## config.mk

```make
export PLATFORM = sky130hd
export DESIGN_NAME = ram_arbiter
export DESIGN_NICKNAME = d
export VERILOG_FILES = /design/src/rtl/ram_arbiter.sv
export SDC_FILE = /design/constraint.sdc
export NUM_CORES = 1
export LEC_CHECK = 0
export BUFFER_PORTS_ARGS = -buffer_cell sky130_fd_sc_hd__buf_2
export CORE_MARGIN = 4
export CORE_UTILIZATION = 40
export CTS_BUF_LIST = sky130_fd_sc_hd__clkbuf_16
export DETAILED_ROUTE_END_ITERATION = 8
export PLACE_DENSITY_LB_ADDON = 0.2
export SYNTH_ARGS = -nofsm -noshare
export SYNTH_HDL_FRONTEND = slang
export SYNTH_SLANG_ARGS = --single-unit
```

## constraint.sdc

```tcl
create_clock -name clk -period 4.5 [get_ports clk]
set_clock_uncertainty 0.05 [all_clocks]
set_input_delay 0.225 -clock clk [delete_from_list [all_inputs] [get_ports clk]]
set_output_delay 0.225 -clock clk [all_outputs]
set_load 0.005 [all_outputs]
```

## src/rtl/ram_arbiter.sv

```systemverilog
// Two-requester round-robin arbiter in front of a single-port RAM with a fixed
// read latency. Moore FSM: every output is a flop or a decode of registered state.
module ram_arbiter #(
    parameter int MEM_WIDTH = 16,
    parameter int ADDR_SIZE = 10,
    parameter int RD_LAT    = 2
) (
    input  logic                 clk,
    input  logic                 rst,
    input  logic                 req_a,
    input  logic                 req_b,
    input  logic                 we_a,
    input  logic                 we_b,
    input  logic [ADDR_SIZE-1:0] addr_a,
    input  logic [ADDR_SIZE-1:0] addr_b,
    input  logic [MEM_WIDTH-1:0] wdata_a,
    input  logic [MEM_WIDTH-1:0] wdata_b,
    output logic                 gnt_a,
    output logic                 gnt_b,
    output logic                 rvalid_a,
    output logic                 rvalid_b,
    output logic [MEM_WIDTH-1:0] rdata,
    output logic                 rpar,
    output logic                 busy,
    output logic [MEM_WIDTH-1:0] ram_din,
    output logic [ADDR_SIZE-1:0] ram_addr,
    output logic                 ram_wr_en,
    output logic                 ram_rd_en,
    output logic                 ram_blk_select,
    output logic                 ram_addr_en,
    output logic                 ram_dout_en,
    input  logic [MEM_WIDTH-1:0] ram_dout,
    input  logic                 ram_parity_out
);

    typedef enum logic [1:0] {IDLE, ISSUE, RDWAIT, RESP} state_t;
    typedef enum logic {OWN_A = 1'b0, OWN_B = 1'b1} owner_t;

    localparam logic [2:0] LAST_CNT = 3'(RD_LAT - 1);

    state_t               state_q, state_d;
    owner_t               owner_q, owner_d;
    owner_t               last_q, last_d;
    logic                 we_q, we_d;
    logic [ADDR_SIZE-1:0] addr_q, addr_d;
    logic [MEM_WIDTH-1:0] wdata_q, wdata_d;
    logic [2:0]           cnt_q, cnt_d;
    logic [MEM_WIDTH-1:0] rdata_q, rdata_d;
    logic                 rpar_q, rpar_d;

    logic gnt_a_q, gnt_a_d, gnt_b_q, gnt_b_d;
    logic rvalid_a_q, rvalid_a_d, rvalid_b_q, rvalid_b_d;
    logic busy_q, busy_d;
    logic wr_en_q, wr_en_d, rd_en_q, rd_en_d;
    logic blk_q, blk_d, addr_en_q, addr_en_d, dout_en_q, dout_en_d;

    owner_t pick;
    logic   issue_nxt, wait_nxt;

    // B wins only when A is absent or A was the last one served.
    always_comb begin
        if (req_b && (!req_a || last_q == OWN_A)) pick = OWN_B;
        else                                      pick = OWN_A;
    end

    always_comb begin
        // NOTE: every variable gets a default before the case so no path leaves it unassigned (no latch).
        state_d = state_q;
        owner_d = owner_q;
        last_d  = last_q;
        we_d    = we_q;
        addr_d  = addr_q;
        wdata_d = wdata_q;
        cnt_d   = cnt_q;
        rdata_d = rdata_q;
        rpar_d  = rpar_q;

        case (state_q)
            IDLE: begin
                if (req_a || req_b) begin
                    owner_d = pick;
                    last_d  = pick;
                    we_d    = (pick == OWN_B) ? we_b    : we_a;
                    addr_d  = (pick == OWN_B) ? addr_b  : addr_a;
                    wdata_d = (pick == OWN_B) ? wdata_b : wdata_a;
                    state_d = ISSUE;
                end
            end
            ISSUE: begin
                if (we_q) begin
                    state_d = IDLE;
                end else begin
                    state_d = RDWAIT;
                    cnt_d   = '0;
                end
            end
            RDWAIT: begin
                if (cnt_q == LAST_CNT) begin
                    rdata_d = ram_dout;
                    rpar_d  = ram_parity_out;
                    state_d = RESP;
                end else begin
                    cnt_d = cnt_q + 3'd1;
                end
            end
            RESP:    state_d = IDLE;
            default: state_d = IDLE;
        endcase

        // Outputs are registered copies of the decode of the next state,
        // so they line up with the state they belong to.
        issue_nxt  = (state_d == ISSUE);
        wait_nxt   = (state_d == RDWAIT);
        gnt_a_d    = issue_nxt && (owner_d == OWN_A);
        gnt_b_d    = issue_nxt && (owner_d == OWN_B);
        rvalid_a_d = (state_d == RESP) && (owner_d == OWN_A);
        rvalid_b_d = (state_d == RESP) && (owner_d == OWN_B);
        busy_d     = (state_d != IDLE);
        wr_en_d    = issue_nxt && we_d;
        rd_en_d    = issue_nxt && !we_d;
        blk_d      = issue_nxt || wait_nxt;
        addr_en_d  = issue_nxt;
        dout_en_d  = wait_nxt;
    end

    // NOTE: sequential state uses non-blocking assignments only; all next values come from the comb block.
    always_ff @(posedge clk or posedge rst) begin
        if (rst) begin
            // NOTE: reset is asynchronous, so an access in flight is dropped immediately.
            state_q    <= IDLE;
            owner_q    <= OWN_A;
            last_q     <= OWN_B;
            we_q       <= 1'b0;
            addr_q     <= '0;
            wdata_q    <= '0;
            cnt_q      <= '0;
            rdata_q    <= '0;
            rpar_q     <= 1'b0;
            gnt_a_q    <= 1'b0;
            gnt_b_q    <= 1'b0;
            rvalid_a_q <= 1'b0;
            rvalid_b_q <= 1'b0;
            busy_q     <= 1'b0;
            wr_en_q    <= 1'b0;
            rd_en_q    <= 1'b0;
            blk_q      <= 1'b0;
            addr_en_q  <= 1'b0;
            dout_en_q  <= 1'b0;
        end else begin
            state_q    <= state_d;
            owner_q    <= owner_d;
            last_q     <= last_d;
            we_q       <= we_d;
            addr_q     <= addr_d;
            wdata_q    <= wdata_d;
            cnt_q      <= cnt_d;
            rdata_q    <= rdata_d;
            rpar_q     <= rpar_d;
            gnt_a_q    <= gnt_a_d;
            gnt_b_q    <= gnt_b_d;
            rvalid_a_q <= rvalid_a_d;
            rvalid_b_q <= rvalid_b_d;
            busy_q     <= busy_d;
            wr_en_q    <= wr_en_d;
            rd_en_q    <= rd_en_d;
            blk_q      <= blk_d;
            addr_en_q  <= addr_en_d;
            dout_en_q  <= dout_en_d;
        end
    end

    // Address and write data stay on the RAM pins between accesses.
    assign ram_addr       = addr_q;
    assign ram_din        = wdata_q;
    assign rdata          = rdata_q;
    assign rpar           = rpar_q;
    assign gnt_a          = gnt_a_q;
    assign gnt_b          = gnt_b_q;
    assign rvalid_a       = rvalid_a_q;
    assign rvalid_b       = rvalid_b_q;
    assign busy           = busy_q;
    assign ram_wr_en      = wr_en_q;
    assign ram_rd_en      = rd_en_q;
    assign ram_blk_select = blk_q;
    assign ram_addr_en    = addr_en_q;
    assign ram_dout_en    = dout_en_q;

endmodule
```

==> parameters.txt, run 1 <==
Parameter                              Value

Layout
  Utilization after layout    between 50% and 60%
  Post-route non-filler standard cell count    449
  Fill cell total of the finished layout    ~570
  Layout Nets    444
  Diodes inserted    0
  Layout cell share with drive strength beyond 1    between 40% and 50%
  Syn-to-layout area delta    33.8%

Setup path
  Capturing element type of the critical path    flop
  Required arrival time at the worst endpoint    4.64 ns
  Type of origin of the critical path    flop
  Critical path type    flop to flop
  Register-to-register path setup slack    about 2.6 ns
  Critical path origin    cnt_q[1]
  Worst-path fanout max    18
  Reg-to-reg critical path endpoint    rdata[7]
  Worst R2R Path Depth    5
  Arrival time of the worst setup path    2.02 ns
  Crit path capture    rdata[7]
  R2R Path Start    cnt_q[1]

Outcome
  Run status    finished, final reports clean

Global routing
  First-pass GRT wire length    10100 µm
  Vias in the first global route    between 2k and 2.5k
  Initial antenna violation count    0
  Overall Global Routing Usage    16.9%
  Maximum number of pins on one net before global-route repair    62
  Remaining Overflow, GRT    0

Floorplan
  Cell Rows    29
  Initial cell density of the core    41.4%
  Chip width    slightly below 90 µm
  Floorplan die area    0.00797 mm²
  Die height    89.3 µm
  IO Count    128
  CORE AREA    around 0.0064 mm²

STA
  Worst max-slew margin expressed relative to the limit    25.7%
  Actual transition at the worst max-transition pin    1.11 ns
  Post-route worst setup slack    between 2 and 3 ns
  Total negative slack for setup checks    0 ns
  Setup-violating endpoint count in the final report    0
  Minimum clock period    between 1.5 and 2 ns
  Final number of max-transition violations    0
  Final cycle utilization of the critical path    41.6%
  Highest clock rate    0.534 GHz
  Final-report hold violation count    0
  RSZ-0062 raised after global routing    no

Clocking
  CTS sink count    61
  Buffers inserted by post-CTS timing repair    0
  Longest Clk Path Bufs    2
  CTS Hold Buffers Added    0
  Source-to-sink clock delay at the later pin of the worst-skew pair    roughly 0.32 ns
  Cts repair resizes    0
  Num CTS Buffers    9
  CTS tree    yes
  Number of H-tree levels    3
  Clock root buffer    clkbuf_16
  Register clock-pin slew on the reported worst setup and hold paths    ~0.05 ns

Yosys
  Number of flops mapped to enable cells by yosys    0
  Instance count of the mapped netlist    ~240
  Count of unique library cells instantiated by Yosys    40
  Simple-gate share of the synthesized area    between 10% and 20%
  Portion of the post-synthesis area used by sequential elements    57.8%
  Register bit total from synthesis    between 60 and 70
  Most area-consuming cells after synthesis    dfrtp_1, nand2_1, mux2_2, a31oi_1, a21oi_1
  Share of synthesized area spent on multiplexers    8.19%
  Fraction of synthesis flops using an asynchronous set or reset pin    100%
  Xor/xnor share of the synthesized area    0%
  Warnings from Yosys    0
  Cell type contributing the most total cell area after synthesis    dfrtp_1
  Main flop type after synthesis    dfrtp_1
  Top-count cell post-synth    dfrtp_1
  Area fraction in compound gates after synthesis    between 10% and 20%
  Post-synthesis net count    approximately 320
  Share of Yosys cell area claimed by the top area cell type    56.8%
  Post-synthesis instance area    ~0.0026 mm²
  Synth Area per Inst    10.8 µm²
  Adder-Cell Fraction of Synth Area    0.947%
  Ranking of synthesized cells by instance count    dfrtp_1, nand2_1, a21oi_1
  Dominant combinational cell family by area after synthesis    compound AO/OA/AOI/OAI gates

Hold path
  Hold crit path type    input pin to async pin

Placed design
  Count of buffers inserted at the top-level ports    approximately 130
  Worst slack at placement    2.37 ns
  Instance count after placement with tap cells included    433
  Routability cong.    0.716
  Placed wire-length estimate    ~4600 µm

Power
  Ratio of total power to cell area    between 600 and 700 mW/mm²
  Sequential fraction of design power    approximately two fifths
  Internal power    1.59 mW
  Max IR drop VDD    0.459 mV
  Switching part of the total    roughly a third
  Leak Pwr    1.77 nW
  Switching power of the nets    0.798 mW
  Combinational cell fraction of total power    35.8%
  Clock network power share    24.1%
  Final Power    2.39 mW

Drt
  Remaining antenna violation count after routing    0
  Vias per cell    4.99
  Wirelength per Cell    14.6 µm
  Detailed Route WL    6530 µm
  Detailed-router iteration count before antenna repair    4
  Detailed-route DRC error count    0
  Via count of the routed design    2240
  1st-iter DRT viols    between 80 and 90

Job
  Max Cap Violations    0
-- registers in the layout, indices dropped and copies added, names as in the netlist, 2 cells and up --
name / cells
state_q: 2
cnt_q: 3
rdata: 16
ram_addr: 10
ram_din: 16
-- cell type report --
class                           instances  area, µm²  area share [%]
Inverter                                5       18.8           0.531
Tap cell                               77       96.3            2.72
Timing Repair Buffer                  129        651            18.4
Sequential cell                        61       1530            43.2
Multi-Input combinational cell        161        991            28.0
Clock buffer                            9        225            6.37
Clock inverter                          7       27.5           0.778
-- stage by stage --
step,hold WS [ns],cell area [µm²]
detailed placement,0.412,3280
global route,0.0780,3540
CTS,0.0779,3540
global placement,0.413,3280
floorplan,0.315,2640
finish,0.0681,3540
-- power groups by stage --
stage / clock (mW) / sequential, mW / combinational [mW]
after floorplan: 0 / 0.961 / 0.531
after global placement: 0 / 0.961 / 0.850
after detailed placement: 0 / 0.966 / 0.878
after CTS: 0.586 / 0.960 / 0.877
after global routing: 0.615 / 0.991 / 0.973
final: 0.577 / 0.957 / 0.857
-- cell families (layout without fill, tap and decap cells) --
group           Yosys count  in the layout
compound gates           64             64
fa+ha+maj                 2              2
buf+inv                  22            150
flops                    61             61
mux                      19             19
simple gates             76             76
-- cells in the final DEF (no fill, tap or decap), types with 2 or more instances in the layout --
master     synthesis  final
buf_4              2      2
inv_1              4      6
nand3_1            2      2
a31oi_1           26     26
clkinv_1           0      3
and2_1             2      2
clkbuf_16          0      9
nor3_1             2      2
ha_1               2      2
inv_2              1      2
nor2_1             4      3
dfrtp_1           60     60
mux2_2            17     17
nand2_1           54     54
a21oi_1           30     30
buf_2              6    127
-- worst max-delay path, cell delays in order, from the launching register on --
cell	delay (ns)
dfrtp_1	0.39
inv_1	0.06
ha_1	0.15
or2b_4	0.31
nor2_4	0.38
mux2_2	0.40
-- worst min path at each step --
stage / end / cells past startpoint / slack (ns)
5_1_grt: rdata[0] / 2 / 0.08
3_5_place_dp: rdata[0] / 2 / 0.41
2_1_floorplan: ram_din[15] / 2 / 0.31
3_3_place_gp: rdata[10] / 2 / 0.41
4_1_cts: rdata[0] / 2 / 0.08
6_report: rdata[4] / 3 / 0.07
-- metal layers --
metal | up-vias | track usage, % | wire, µm
met5 | - | 0 | 0
met4 | 0 | 7.98 | 139
met3 | 11 | 5.44 | 693
met2 | 108 | 25.0 | 2800
met1 | 1034 | 22.5 | 2900
li1 | 1087 | - | -
(Power assumes the default switching activity.)
==> run 2: changes to the inputs <==
==> constraint.sdc (replaced) <==
create_clock -name clk -period 1.6 [get_ports clk]
set_clock_uncertainty 0.05 [all_clocks]
set_input_delay 0.08 -clock clk [delete_from_list [all_inputs] [get_ports clk]]
set_output_delay 0.08 -clock clk [all_outputs]
set_load 0.005 [all_outputs]
==> run 2 against run 1 <==
Against the previous run:
- first-iteration DRC count increased by 7.9%
- worst setup slack worse by 2.7 ns
- hold slack improved by 0.074 ns
- highest routed layer unchanged
- maximum frequency rose by 13%
- cell count is 20% higher
- clock power grew to 3.4 times the previous value
- non-clock buffer count is 88 higher
- the flow now finishes with violations (negative setup slack)
- final area up 27%
- combinational power rose to 3.4 times the previous value
- via count up 17%
==> parameters.txt, run 2 (synthesis gave the netlist of run 1 again) <==
Parameter                              Value

Floorplan
  Chip width    89.3 µm (unchanged)
  IO Count    128 (unchanged)
  CORE AREA    0.00639 mm² (unchanged)
  Initial cell density of the core    41.4% (unchanged)
  Cell Rows    29 (unchanged)
  Die height    89.3 µm (unchanged)
  Floorplan die area    0.00797 mm² (unchanged)

Hold path
  Hold crit path type    input pin to flop

Drt
  1st-iter DRT viols    96 (+7.9%)
  Met1 Routed Length    3120 µm (+7.4%)
  Detailed-router iteration count before antenna repair    4 (unchanged)
  Via count of the routed design    2619 (+17%)
  Wirelength per Cell    14.5 µm (-0.52%)
  Routed wire length on met3    580 µm (-16%)
  Detailed-route DRC error count    0 (unchanged)
  DR WL met2    4010 µm (+43%)
  Top routing layer used    met4
  Vias per cell    4.88 (-2.2%)
  Remaining antenna violation count after routing    0 (unchanged)
  Detailed Route WL    7770 µm (+19%)

Global routing
  Remaining Overflow, GRT    0 (unchanged)
  Vias in the first global route    2655 (+24%)
  Overall Global Routing Usage    19.8% (+2.9 points)
  Initial antenna violation count    0 (unchanged)
  Maximum number of pins on one net before global-route repair    28 (-55%)
  First-pass GRT wire length    12000 µm (+19%)

Clocking
  CTS sink count    61 (unchanged)
  Source-to-sink clock delay at the later pin of the worst-skew pair    0.31 ns (about the same)
  Num CTS Buffers    9 (unchanged)
  Clock root buffer    clkbuf_16
  Longest Clk Path Bufs    2 (unchanged)
  Register clock-pin slew on the reported worst setup and hold paths    0.05 ns (about the same)
  Number of H-tree levels    3 (unchanged)
  CTS tree    yes

Placed design
  Instance count after placement with tap cells included    448 (+3.5%)
  Count of buffers inserted at the top-level ports    127 (unchanged)
  Routability cong.    0.808 (+13%)
  Worst slack at placement    -0.139 ns (-2.51 ns)
  Placed wire-length estimate    4690 µm (+1.2%)

STA
  Minimum clock period    1.65 ns (-0.218 ns)
  Final cycle utilization of the critical path    103% (+62 points)
  Worst max-slew margin expressed relative to the limit    54.4% (+29 points)
  Post-route worst setup slack    -0.0538 ns (-2.68 ns)
  Final number of max-transition violations    0 (unchanged)
  Setup-violating endpoint count in the final report    17 (+17)
  Highest clock rate    0.605 GHz (+13%)
  Final-report hold violation count    0 (unchanged)
  Total negative slack for setup checks    -0.788 ns (-0.788 ns)
  Actual transition at the worst max-transition pin    0.682 ns (-0.426 ns)
  RSZ-0062 raised after global routing    yes

Outcome
  Run status    finished with violations
  Violations in the final reports    negative setup slack

Power
  Max IR drop VDD    1.03 mV (+130%)
  Ratio of total power to cell area    1670 mW/mm² (+150%)
  Leak Pwr    2.20 nW (+24%)

Setup path
  Type of origin of the critical path    flop
  Category of cells accounting for the largest share of critical-path delay    simple AND/OR/NAND/NOR gates
  Max incr delay on CP    0.37 ns (-0.03 ns)
  Critical path type    flop to flop
  List of cells traversed by the critical path    inv_1 -> ha_1 -> or2b_4 -> nor2_4 -> buf_12 -> mux2_2
  Required arrival time at the worst endpoint    1.74 ns (-2.90 ns)
  Capturing element type of the critical path    flop
  Buffer and inverter count on the worst path    2 (+1)
  Arrival time of the worst setup path    1.80 ns (-0.22 ns)
  Worst-path fanout max    18 (unchanged)
  Cell at the slowest stage of the critical path    dfrtp_1

Layout
  Most used cells in the layout excluding fill and tap cells    buf_2, dlygate4sd3_1, dfrtp_1, nand2_1, a21oi_1
  Reg area    0.00153 mm² (unchanged)
  Syn-to-layout area delta    70.3%
  Layout cell share with drive strength beyond 1    41.3% (-4.4 points)
  Layout Nets    532 (+20%)
  Leading cell type in the layout, fill and taps excluded    buf_2
  Diodes inserted    0 (unchanged)
  Post-route non-filler standard cell count    537 (+20%)
  Multi-input gate area    0.00101 mm² (+1.5%)
  Fill cell total of the finished layout    464 (-19%)

Job
  Max Cap Violations    0 (unchanged)
## run 2: changes by cell type in the layout (fill, tap and decap cells not counted), moves of 3 or more
cell	previous run	this run
dlygate4sd3_1	0	72
buf_4	2	14
clkinv_1	3	0
buf_12	0	4
## run 2: worst paths after layout
kind | startpoint | to | slack (ns) | cells past startpoint
max in group asynchronous | rst | last_q | 0.75 | 4
setup / recovery | cnt_q[1] | rpar | -0.05 | 6
setup reg to reg | cnt_q[1] | rpar | -0.05 | 6
hold / removal | req_b | gnt_a | 0.14 | 3
min in group asynchronous | rst | ram_din[3] | 0.20 | 3
hold reg to reg | cnt_q[2] | cnt_q[2] | 0.44 | 1
## run 2: routing by layer
layer	up-vias	track usage, %
met1	1238	22.9
met2	101	34.8
met4	0	7.44
met3	8	5.62
met5	-	0
li1	1272	-
## run 2: stage by stage
step / utilization, % / total power, mW / hold slack, ns / instance area [µm²]
finish: 70.5 / 7.52 / 0.142 / 4500
global route: 70.5 / 8.06 / 0.160 / 4500
CTS: 70.5 / 7.59 / 0.131 / 4500
detailed placement: 54.0 / 5.42 / -0.0187 / 3450
global placement: 54.0 / 5.35 / -0.0190 / 3450
floorplan: - / 4.20 / 0.142 / 2650
## run 2: power by group
| part | internal (mW) | total [mW] | switching, mW |
|---|---|---|---|
| registers | 2.28 | 2.66 | 0.376 |
| logic | 1.54 | 2.89 | 1.34 |
| clock network | 1.34 | 1.98 | 0.634 |
| total | 5.17 | 7.52 | 2.36 |
## run 2: cell type report
cell class | count | share of cell area [%]
repair buffers | 217 | 34.2
flip-flops and latches | 61 | 33.9
multi-input cells | 161 | 22.3
clock inverters | 7 | 1.83
inverters | 5 | 0.500
well taps | 77 | 2.14
clock buffers | 9 | 5.00
## run 2: worst min-delay path, cell delays in order
cell and delay (ns):
buf_2 0.12, nor2b_1 0.15, nor2_1 0.10
## run 2: what timing repair did
action | in CTS | in global routing
endpoints found under the setup margin | 43 | 17
setup buffers | 1 | 0
hold endpoints to repair | 104 | 0
gates resized for setup | 3 | 0
hold buffers | 72 | 0
==> run 3: changes to the inputs <==
--- a/config.mk
+++ b/config.mk
@@ -6,11 +6,13 @@
 export NUM_CORES = 1
 export LEC_CHECK = 0
 export BUFFER_PORTS_ARGS = -buffer_cell sky130_fd_sc_hd__buf_2
-export CORE_MARGIN = 4
+export CORE_ASPECT_RATIO = 1.4
+export CORE_MARGIN = 2
 export CORE_UTILIZATION = 40
 export CTS_BUF_LIST = sky130_fd_sc_hd__clkbuf_16
 export DETAILED_ROUTE_END_ITERATION = 8
 export PLACE_DENSITY_LB_ADDON = 0.2
+export SKIP_CTS_REPAIR_TIMING = 1
 export SYNTH_ARGS = -nofsm -noshare
 export SYNTH_HDL_FRONTEND = slang
 export SYNTH_SLANG_ARGS = --single-unit
==> run 3 against run 2 <==
Against the previous run:
- the run ends with negative hold slack, negative setup slack left
- maximum frequency shrank 2.9%
- non-clock buffer count down 8
- clock power barely moved
- hold slack got worse by 0.16 ns
- worst setup slack worse by 0.049 ns
- via count is 0.19% higher
- routed wire length fell by 3.9%
- register-to-register slack got worse by 0.05 ns
- die area down 8.6%
- sequential power about the same
- global-route usage is 1.4 points lower
- combinational power is 2% lower
- critical path type unchanged
- largest cell class is now registers
==> parameters.txt, run 3 (synthesis gave the netlist of run 1 again) <==
Parameter                              Value

Floorplan
  Initial cell density of the core    40.8% (-0.61 points)
  Floorplan die area    0.00729 mm² (-8.6%)
  Die height    100 µm (+12%)
  IO Count    128 (unchanged)
  CORE AREA    0.00648 mm² (+1.5%)
  Chip width    72.7 µm (-19%)
  Cell Rows    35 (+21%)

Layout
  Post-route cell area    0.00443 mm² (-1.7%)
  Most used cells in the layout excluding fill and tap cells    buf_2, dlygate4sd3_1, dfrtp_1, nand2_1, a21oi_1
  Layout Nets    524 (-1.5%)
  Layout cell share with drive strength beyond 1    41.4% (+0.067 points)
  Leading cell type in the layout, fill and taps excluded    buf_2
  Diodes inserted    0 (unchanged)
  Syn-to-layout area delta    67.4%

Placed design
  Worst slack at placement    -0.153 ns (-0.0139 ns)
  Count of buffers inserted at the top-level ports    127 (unchanged)
  Placed wire-length estimate    4300 µm (-8.4%)
  Placed inst area    0.00342 mm² (-0.76%)
  Routability cong.    0.780 (-3.5%)

STA
  Highest clock rate    0.587 GHz (-2.9%)
  Final number of max-transition violations    0 (unchanged)
  Setup-violating endpoint count in the final report    17 (unchanged)
  Post-route worst setup slack    -0.103 ns (-0.0495 ns)
  RSZ-0062 raised after global routing    yes
  Worst hold slack across all endpoints    -0.0188 ns (-0.161 ns)
  Minimum clock period    1.70 ns (+0.0495 ns)
  Final-report hold violation count    2 (+2)
  Final cycle utilization of the critical path    106% (+3.1 points)
  Actual transition at the worst max-transition pin    0.726 ns (+0.0441 ns)
  Worst max-slew margin expressed relative to the limit    51.5% (-3.0 points)

Power
  Sequential fraction of design power    35.9% (+0.5 points)
  Final Power    7.47 mW (-0.61%)
  Leak Pwr    2.15 nW (-2.2%)
  Clock network power share    26.2% (about the same)
  Max IR drop VDD    0.741 mV (-28%)
  Ratio of total power to cell area    1690 mW/mm² (+1.1%)
  Internal power    5.12 mW (-0.82%)
  Switching power of the nets    2.35 mW (-0.17%)
  Combinational cell fraction of total power    37.8% (-0.6 points)
  Switching part of the total    31.5% (+0.14 points)

Setup path
  Register-to-register path setup slack    -0.10 ns (-0.05 ns)
  Critical path type    flop to flop
  Reg-to-reg critical path endpoint    rdata[10]
  Required arrival time at the worst endpoint    1.74 ns (about the same)
  Worst-path fanout max    18 (unchanged)
  Capturing element type of the critical path    flop
  Arrival time of the worst setup path    1.85 ns (+0.05 ns)
  WP depth    6 (unchanged)
  Type of origin of the critical path    flop
  Cell at the slowest stage of the critical path    dfrtp_1
  Max incr delay on CP    0.38 ns (about the same)
  R2R Path Start    cnt_q[1]
  Category of cells accounting for the largest share of critical-path delay    simple AND/OR/NAND/NOR gates
  List of cells traversed by the critical path    inv_1 -> ha_2 -> or2b_4 -> nor2_4 -> buf_12 -> mux2_2
  Worst R2R Path Depth    6 (unchanged)
  Buffer and inverter count on the worst path    2 (unchanged)

Drt
  Vias per cell    4.99 (+2.3%)
  Wirelength per Cell    14.2 µm (-1.9%)
  Detailed-router iteration count before antenna repair    4 (unchanged)
  1st-iter DRT viols    60 (-38%)
  Remaining antenna violation count after routing    0 (unchanged)
  Detailed-route DRC error count    0 (unchanged)
  Detailed Route WL    7470 µm (-3.9%)
  Via count of the routed design    2624 (+0.19%)

Global routing
  First-pass GRT wire length    10400 µm (-13%)
  Remaining Overflow, GRT    0 (unchanged)
  Vias in the first global route    2302 (-13%)
  Initial antenna violation count    0 (unchanged)
  Overall Global Routing Usage    18.4% (-1.4 points)
  Maximum number of pins on one net before global-route repair    62 (+120%)

Clocking
  CTS tree    yes
  Source-to-sink clock delay at the later pin of the worst-skew pair    0.32 ns (about the same)
  Register clock-pin slew on the reported worst setup and hold paths    0.05 ns (about the same)
  Number of H-tree levels    3 (unchanged)
  Num CTS Buffers    9 (unchanged)
  Clock root buffer    clkbuf_16
  Longest Clk Path Bufs    2 (unchanged)
  CTS sink count    61 (unchanged)

Hold path
  Worst min-delay path startpoint    wdata_a[4]
  Depth of the worst hold-timing path    3 (unchanged)
  Hold crit path type    input pin to flop
  Hold endpoint    ram_din[4]

Outcome
  Violations in the final reports    negative hold slack, negative setup slack
  Run status    finished with violations

Job
  Max Cap Violations    0 (unchanged)
## run 3: cell types whose count changed in the layout (fill, tap and decap cells not counted), sizes merged
cell / before / now
dlygate4sd3: 72 / 68
clkinvlp: 1 / 2
inv: 6 / 7
buf: 145 / 141
clkinv: 3 / 1
## run 3: worst max path at each step
stage,endpoint,start,slack (ns)
2_1_floorplan,rdata[0],cnt_q[1],-0.12
3_3_place_gp,ram_din[2],last_q,-0.12
3_5_place_dp,ram_addr[2],last_q,-0.15
4_1_cts,ram_addr[2],last_q,-0.15
5_1_grt,rdata[10],cnt_q[1],-0.15
6_report,rdata[10],cnt_q[1],-0.10
## run 3: per-stage QoR
stage          util, %  std cells  setup TNS [ns]
5_1_grt           68.3        526           -2.40
4_1_cts           57.6        458           -4.39
3_5_place_dp      52.8        442           -3.56
2_1_floorplan        -        244           -1.09
6_report          68.3        526           -1.47
3_3_place_gp      52.8        442           -3.28
## run 3: worst reg2reg max path: stages, from the launching register on
cell and delay (ns):
dfrtp_1 0.38, inv_1 0.07, ha_2 0.17, or2b_4 0.30, nor2_4 0.11, buf_12 0.16, mux2_2 0.35
## run 3: power groups by stage
stage	registers [mW]	logic, mW	clock network, mW
floorplan	2.70	1.49	0
global placement	2.66	2.65	0
detailed placement	2.68	2.71	0
CTS	2.67	2.71	2.02
global route	2.78	3.17	2.10
finish	2.69	2.83	1.96
## run 3: cell type report
cell class,instances,area (µm²)
clock buffers,9,225
clock inverters,7,83.8
fillers,477,2060
inverters,5,22.5
multi-input cells,161,1000
flip-flops and latches,61,1530
well taps,74,92.6
repair buffers,209,1470
## run 3: metal layers
| metal | up-vias | routed length, µm | track usage, % |
|---|---|---|---|
| met4 | 0 | 76 | 7.55 |
| met5 | - | 0 | 0 |
| met2 | 113 | 4030 | 31.9 |
| met1 | 1247 | 2890 | 20.9 |
| met3 | 8 | 475 | 5.32 |
| li1 | 1256 | - | - |
